`src/rtl/shift_reg_ctrl_pkg.sv`:
```
// Shared types and defaults for the shift register command sequencer.
// Holds the FSM state type, default sizing, and the shift-count clamp.
package shift_reg_ctrl_pkg;

  localparam int DEF_W          = 8;
  localparam int DEF_GUARD_CYC  = 2;
  localparam int DEF_MAX_SHIFTS = 8;
  localparam int DEF_CNT_W      = 4;

  typedef enum logic [2:0] {
    IDLE,
    LOAD,
    GUARD,
    SHIFT,
    SETTLE,
    RESULT
  } state_t;

  function automatic int clamp_shifts(
    input int n,
    input int max_n
  );
    return (n > max_n) ? max_n : n;
  endfunction

endpackage

```
`src/rtl/shift_reg_ctrl.sv`:
```
// Sequences one load then N shifts on an external shift register and
// returns its data_out over a valid/ready result handshake.
// Ports: clk, rst (async, active-low); cmd_valid/cmd_ready/cmd_data/
// cmd_shifts command side; load_en/shift_en/data_in/data_out register
// side; res_valid/res_ready/res_data result side; busy status.
module shift_reg_ctrl
  import shift_reg_ctrl_pkg::*;
#(
  parameter int W          = DEF_W,
  parameter int GUARD_CYC  = DEF_GUARD_CYC,
  parameter int MAX_SHIFTS = DEF_MAX_SHIFTS,
  parameter int CNT_W      = DEF_CNT_W
) (
  input  logic             clk,
  input  logic             rst,
  input  logic             cmd_valid,
  output logic             cmd_ready,
  input  logic [W-1:0]     cmd_data,
  input  logic [CNT_W-1:0] cmd_shifts,
  output logic             load_en,
  output logic             shift_en,
  output logic [W-1:0]     data_in,
  input  logic [W-1:0]     data_out,
  output logic             res_valid,
  input  logic             res_ready,
  output logic [W-1:0]     res_data,
  output logic             busy
);

  localparam int GW = (GUARD_CYC > 1) ? $clog2(GUARD_CYC) : 1;

  state_t           r_state;
  logic [CNT_W-1:0] r_shift_cnt;
  logic [GW-1:0]    r_guard_cnt;
  logic [CNT_W-1:0] w_clamped;

  assign w_clamped =
    CNT_W'(clamp_shifts(int'(cmd_shifts), MAX_SHIFTS));

  always_ff @(posedge clk or negedge rst) begin
    if (!rst) begin
      r_state     <= IDLE;
      r_shift_cnt <= '0;
      r_guard_cnt <= '0;
      cmd_ready   <= 1'b0;
      load_en     <= 1'b0;
      shift_en    <= 1'b0;
      data_in     <= '0;
      res_valid   <= 1'b0;
      res_data    <= '0;
      busy        <= 1'b0;
    end else begin
      unique case (r_state)
        IDLE: begin
          // cmd_ready stays low for one cycle after reset release
          if (!cmd_ready) begin
            cmd_ready <= 1'b1;
          end else if (cmd_valid) begin
            cmd_ready   <= 1'b0;
            busy        <= 1'b1;
            load_en     <= 1'b1;
            data_in     <= cmd_data;
            r_shift_cnt <= w_clamped;
            r_state     <= LOAD;
          end
        end
        LOAD: begin
          load_en     <= 1'b0;
          r_guard_cnt <= GW'(GUARD_CYC - 1);
          r_state     <= GUARD;
        end
        GUARD: begin
          if (r_guard_cnt == '0) begin
            if (r_shift_cnt != '0) begin
              shift_en <= 1'b1;
              r_state  <= SHIFT;
            end else begin
              r_state  <= SETTLE;
            end
          end else begin
            r_guard_cnt <= r_guard_cnt - 1'b1;
          end
        end
        SHIFT: begin
          r_shift_cnt <= r_shift_cnt - 1'b1;
          if (r_shift_cnt == CNT_W'(1)) begin
            shift_en <= 1'b0;
            r_state  <= SETTLE;
          end
        end
        SETTLE: begin
          res_data  <= data_out;
          res_valid <= 1'b1;
          r_state   <= RESULT;
        end
        RESULT: begin
          if (res_ready) begin
            res_valid <= 1'b0;
            cmd_ready <= 1'b1;
            busy      <= 1'b0;
            r_state   <= IDLE;
          end
        end
        default: begin
          r_state <= IDLE;
        end
      endcase
    end
  end

endmodule
```
`config.mk`:
```
export PLATFORM = sky130hd
export DESIGN_NAME = shift_reg_ctrl
export DESIGN_NICKNAME = d
export VERILOG_FILES = /design/src/rtl/shift_reg_ctrl_pkg.sv /design/src/rtl/shift_reg_ctrl.sv
export SDC_FILE = /design/constraint.sdc
export NUM_CORES = 1
export LEC_CHECK = 0
export CORE_MARGIN = 2
export CORE_UTILIZATION = 35
export DETAILED_ROUTE_END_ITERATION = 6
export PLACE_DENSITY = 0.72
export SLEW_MARGIN = 15
export SYNTH_ARGS = -nofsm -noshare
export SYNTH_HDL_FRONTEND = slang
export SYNTH_SLANG_ARGS = --single-unit
```
`constraint.sdc`:
```
create_clock -name clk -period 4.5 [get_ports clk]
set_input_delay 0.9 -clock clk [delete_from_list [all_inputs] [get_ports clk]]
set_output_delay 0.9 -clock clk [all_outputs]
set_load 0.005 [all_outputs]
```
==> key figures <==
Global route
  – Met2 Usage GRT: 22.3%
  – Met1 Usage GRT: 19.5%
  – Largest net degree at the start of global routing: 30
  – GRT Residual Overflow: 0
  – Layer with the highest usage: met2
  – GR Layer Usage met3: 4.79%
  – First-pass GRT wire length: 4.84 mm
  – Vias in the first global route: 1,103
  – Antenna violations before repair: 0
  – Gr usage total: 15.0%

STA
  – Fin Hold WS: 0.484 ns
  – Setup TNS: 0 ns
  – Worst Tran Pin Value: 0.686 ns
  – RSZ-0062 raised after global routing: false
  – Final min period: 2.35 ns
  – Pins Over Slew Limit: 0
  – Setup violators final: 0
  – Fmax: 0.425 GHz
  – Hold Vio Cnt, Final: 0
  – Setup Skew: 0.00390 ns
  – Final period utilization: 52.2%
  – Relative slew slack: 53.9%

Clock network
  – Cts repair resizes: 0
  – Hold_buf cts: 0
  – Clock sinks: 29
  – Clk_lat worst skew: 0.28 ns
  – CTS H-Tree Depth: 2
  – Post-CTS setup buffers: 0
  – TritonCTS buffer count: 5
  – CTS tree: yes
  – Worst-path clk slew: 0.06 ns
  – Clock Tree Root: clkbuf_8
  – Max Root-Sink Buffers: 2

Worst setup path
  – Largest fanout on the critical path: 14
  – Arrival time at the worst endpoint: 2.57 ns
  – Worst path depth: 5
  – Slowest stage delay, CP: 0.66 ns
  – Crit. End Element: register
  – Worst path cell trace: clkdlybuf4s50_1 -> nand2_1 -> or4_1 -> a21oi_1 -> o221a_1
  – Data required, critical path: 4.71 ns
  – Critical path type: in2reg
  – Register-to-Register Path Depth: 3
  – Crit path buf inv count: 1
  – Worst path slowest cell: or4_1
  – Top Family by Delay on Critical Path: simple AND/OR/NAND/NOR gates
  – Critical Path Source Type: input pin

Finish
  – Layout area overhead: 43.7%
  – Layout cell share with drive strength beyond 1: 10.7%
  – Fin nets: 203
  – Fillcell total: 330
  – Most common cell after layout, fill and taps aside: clkdlybuf4s50_1
  – Most frequent cells in the layout: clkdlybuf4s50_1 (44), dfrtp_1 (29), nand2_1 (28)
  – N_diodes: 0

Synthesis
  – Seq/Total Area, Yosys: 55.4%
  – Async S/R FF share, synth: 100%
  – Syn_nets: 157
  – Synth unique cells: 30
  – Mux contribution to synthesized area: 6.88%
  – Largest family of logic cells by synthesized area: simple AND/OR/NAND/NOR gates
  – Yosys warns: 0
  – Syn_area_per_cell: 9.99 um2
  – Post-Synth Simple-Gate Area: 19.3%
  – Yosys top cell by area: dfrtp_1
  – Post-synth EDFFs: 0
  – Yosys reg bits: 29
  – Synth Cell Area: 0.00131 mm2
  – Top-area cell type share of the netlist area: 55.4%
  – XOR/XNOR share of the synthesized area: 0%
  – Synth Area in Adders: 1.91%
  – Synth Area in Compound Gates: 12.4%
  – Top cells by area, synth: dfrtp_1 (55%), nand2_1 (8.0%), mux2_2 (6.9%)
  – Cells after Synth: 131
  – Top FF cell, synth: dfrtp_1

Power and ir drop
  – PD cells: 614 mW/mm2
  – Switch Pwr: 0.000394 W
  – Clock share of power: 17.4%
  – Leakage power: 0.804 nW
  – Switching Share: 34.1%
  – Sequential Power Share: 41.9%
  – Internal: 0.000761 W
  – Gate power share: 40.7%
  – VDD IR max: 0.232 mV

Drt
  – Number of antenna-violating nets in the routed design: 0
  – DRT Pass-1 Iters: 4
  – Routed len/inst: 13.2 um
  – Routed wire length: 2.98 mm
  – DRC: 0
  – Drt first-iter violations: 56
  – Vias per cell: 5.08
  – Via count: 1,149

Min path
  – Hold Path Cell Cnt: 2
  – HP Class: reg2reg

Placement
  – HPWL after DPL: 2.16 mm
  – GP Congestion: 0.857
  – IO Port Bufs: 44

Die
  – Row cnt: 22
  – I/O pins: 45
  – Die area: 0.00424 mm2
  – Die width: 65.2 um
  – Core Box Area: 0.00363 mm2
  – Die Y: 65.2 um
  – Initial Util: 36.0%

Job
  – Max Cap Viol: 0

Status
  – Status: complete, no violations
[layer usage]
metal  share of wire (%)  routed length [um]
met1                  44                1320
met2                  47                1410
met5                   0                   0
met4                 1.8                  53
met3                 6.7                 200
[path summary, 6_finish.rpt]
kind,slack [ns],endpoint,start
setup / recovery,2.15,r_shift_cnt[3]$_DFFE_PN0P_,cmd_valid
hold / removal,0.48,data_in[7]$_DFFE_PN0P_,data_in[7]$_DFFE_PN0P_
setup reg to reg,2.66,r_shift_cnt[3]$_DFFE_PN0P_,r_state[1]$_DFFE_PN0P_
hold reg to reg,0.48,data_in[7]$_DFFE_PN0P_,data_in[7]$_DFFE_PN0P_
max in group asynchronous,3.24,data_in[3]$_DFFE_PN0P_,rst
min in group asynchronous,1.00,r_shift_cnt[2]$_DFFE_PN0P_,rst
[worst register-to-register path, stage by stage, from the launching register on]
cell	delay, ns
dfrtp_1	0.53
or4_1	0.82
a21oi_1	0.24
o221a_1	0.19
[flip-flops by register name, indices dropped and copies added (netlist names)]
name / flops
r_guard_cnt: 1
data_in: 8
res_valid: 1
load_en: 1
busy: 1
r_state: 3
res_data: 8
cmd_ready: 1
r_shift_cnt: 4
shift_en: 1
[per-stage QoR]
stage	total power (W)	cell area [um2]	worst slack (ns)	instances	util, %
4_1_cts	0.00115	1870	2.06	226	51.5
6_report	0.00115	1880	2.15	226	51.8
3_3_place_gp	0.000932	1790	1.87	218	49.2
3_5_place_dp	0.000951	1790	1.80	218	49.2
2_1_floorplan	0.000706	1310	2.51	131	-
5_1_grt	0.00124	1880	2.09	226	51.8
[power groups by stage]
stage                     sequential, W  clock (W)  combinational, W
after floorplan                0.000449          0          0.000257
after global placement         0.000475          0          0.000456
after detailed placement       0.000481          0          0.000470
after CTS                      0.000479   0.000205          0.000471
after global routing           0.000502   0.000219          0.000517
final                          0.000483   0.000201          0.000469
[synth_stat cells, types with 2 or more instances]
cell type,n
mux2_2,8
nand3_1,3
dfrtp_1,29
clkbuf_1,2
inv_1,5
nand3b_1,3
nand2b_1,2
ha_1,2
nor4_1,2
a21oi_1,9
nor3b_1,2
nor2_1,12
buf_2,3
nand2_1,28
o21ai_0,6
[final cells by class]
type,count,area (um2),share of cell area (%)
clock buffers,6,72.6,3.86
clock inverters,2,10.0,0.532
inverters,5,18.8,0.998
multi-input cells,91,546,29.0
flip-flops and latches,29,726,38.6
well taps,48,60.1,3.19
repair buffers,45,448,23.8
[cell families after synthesis]
| family | Yosys count |
|---|---|
| buf+inv | 11 |
| fa+ha+maj | 2 |
| flops | 29 |
| simple gates | 56 |
| compound gates | 25 |
| mux | 8 |
Power figures use the tool's default switching activity.
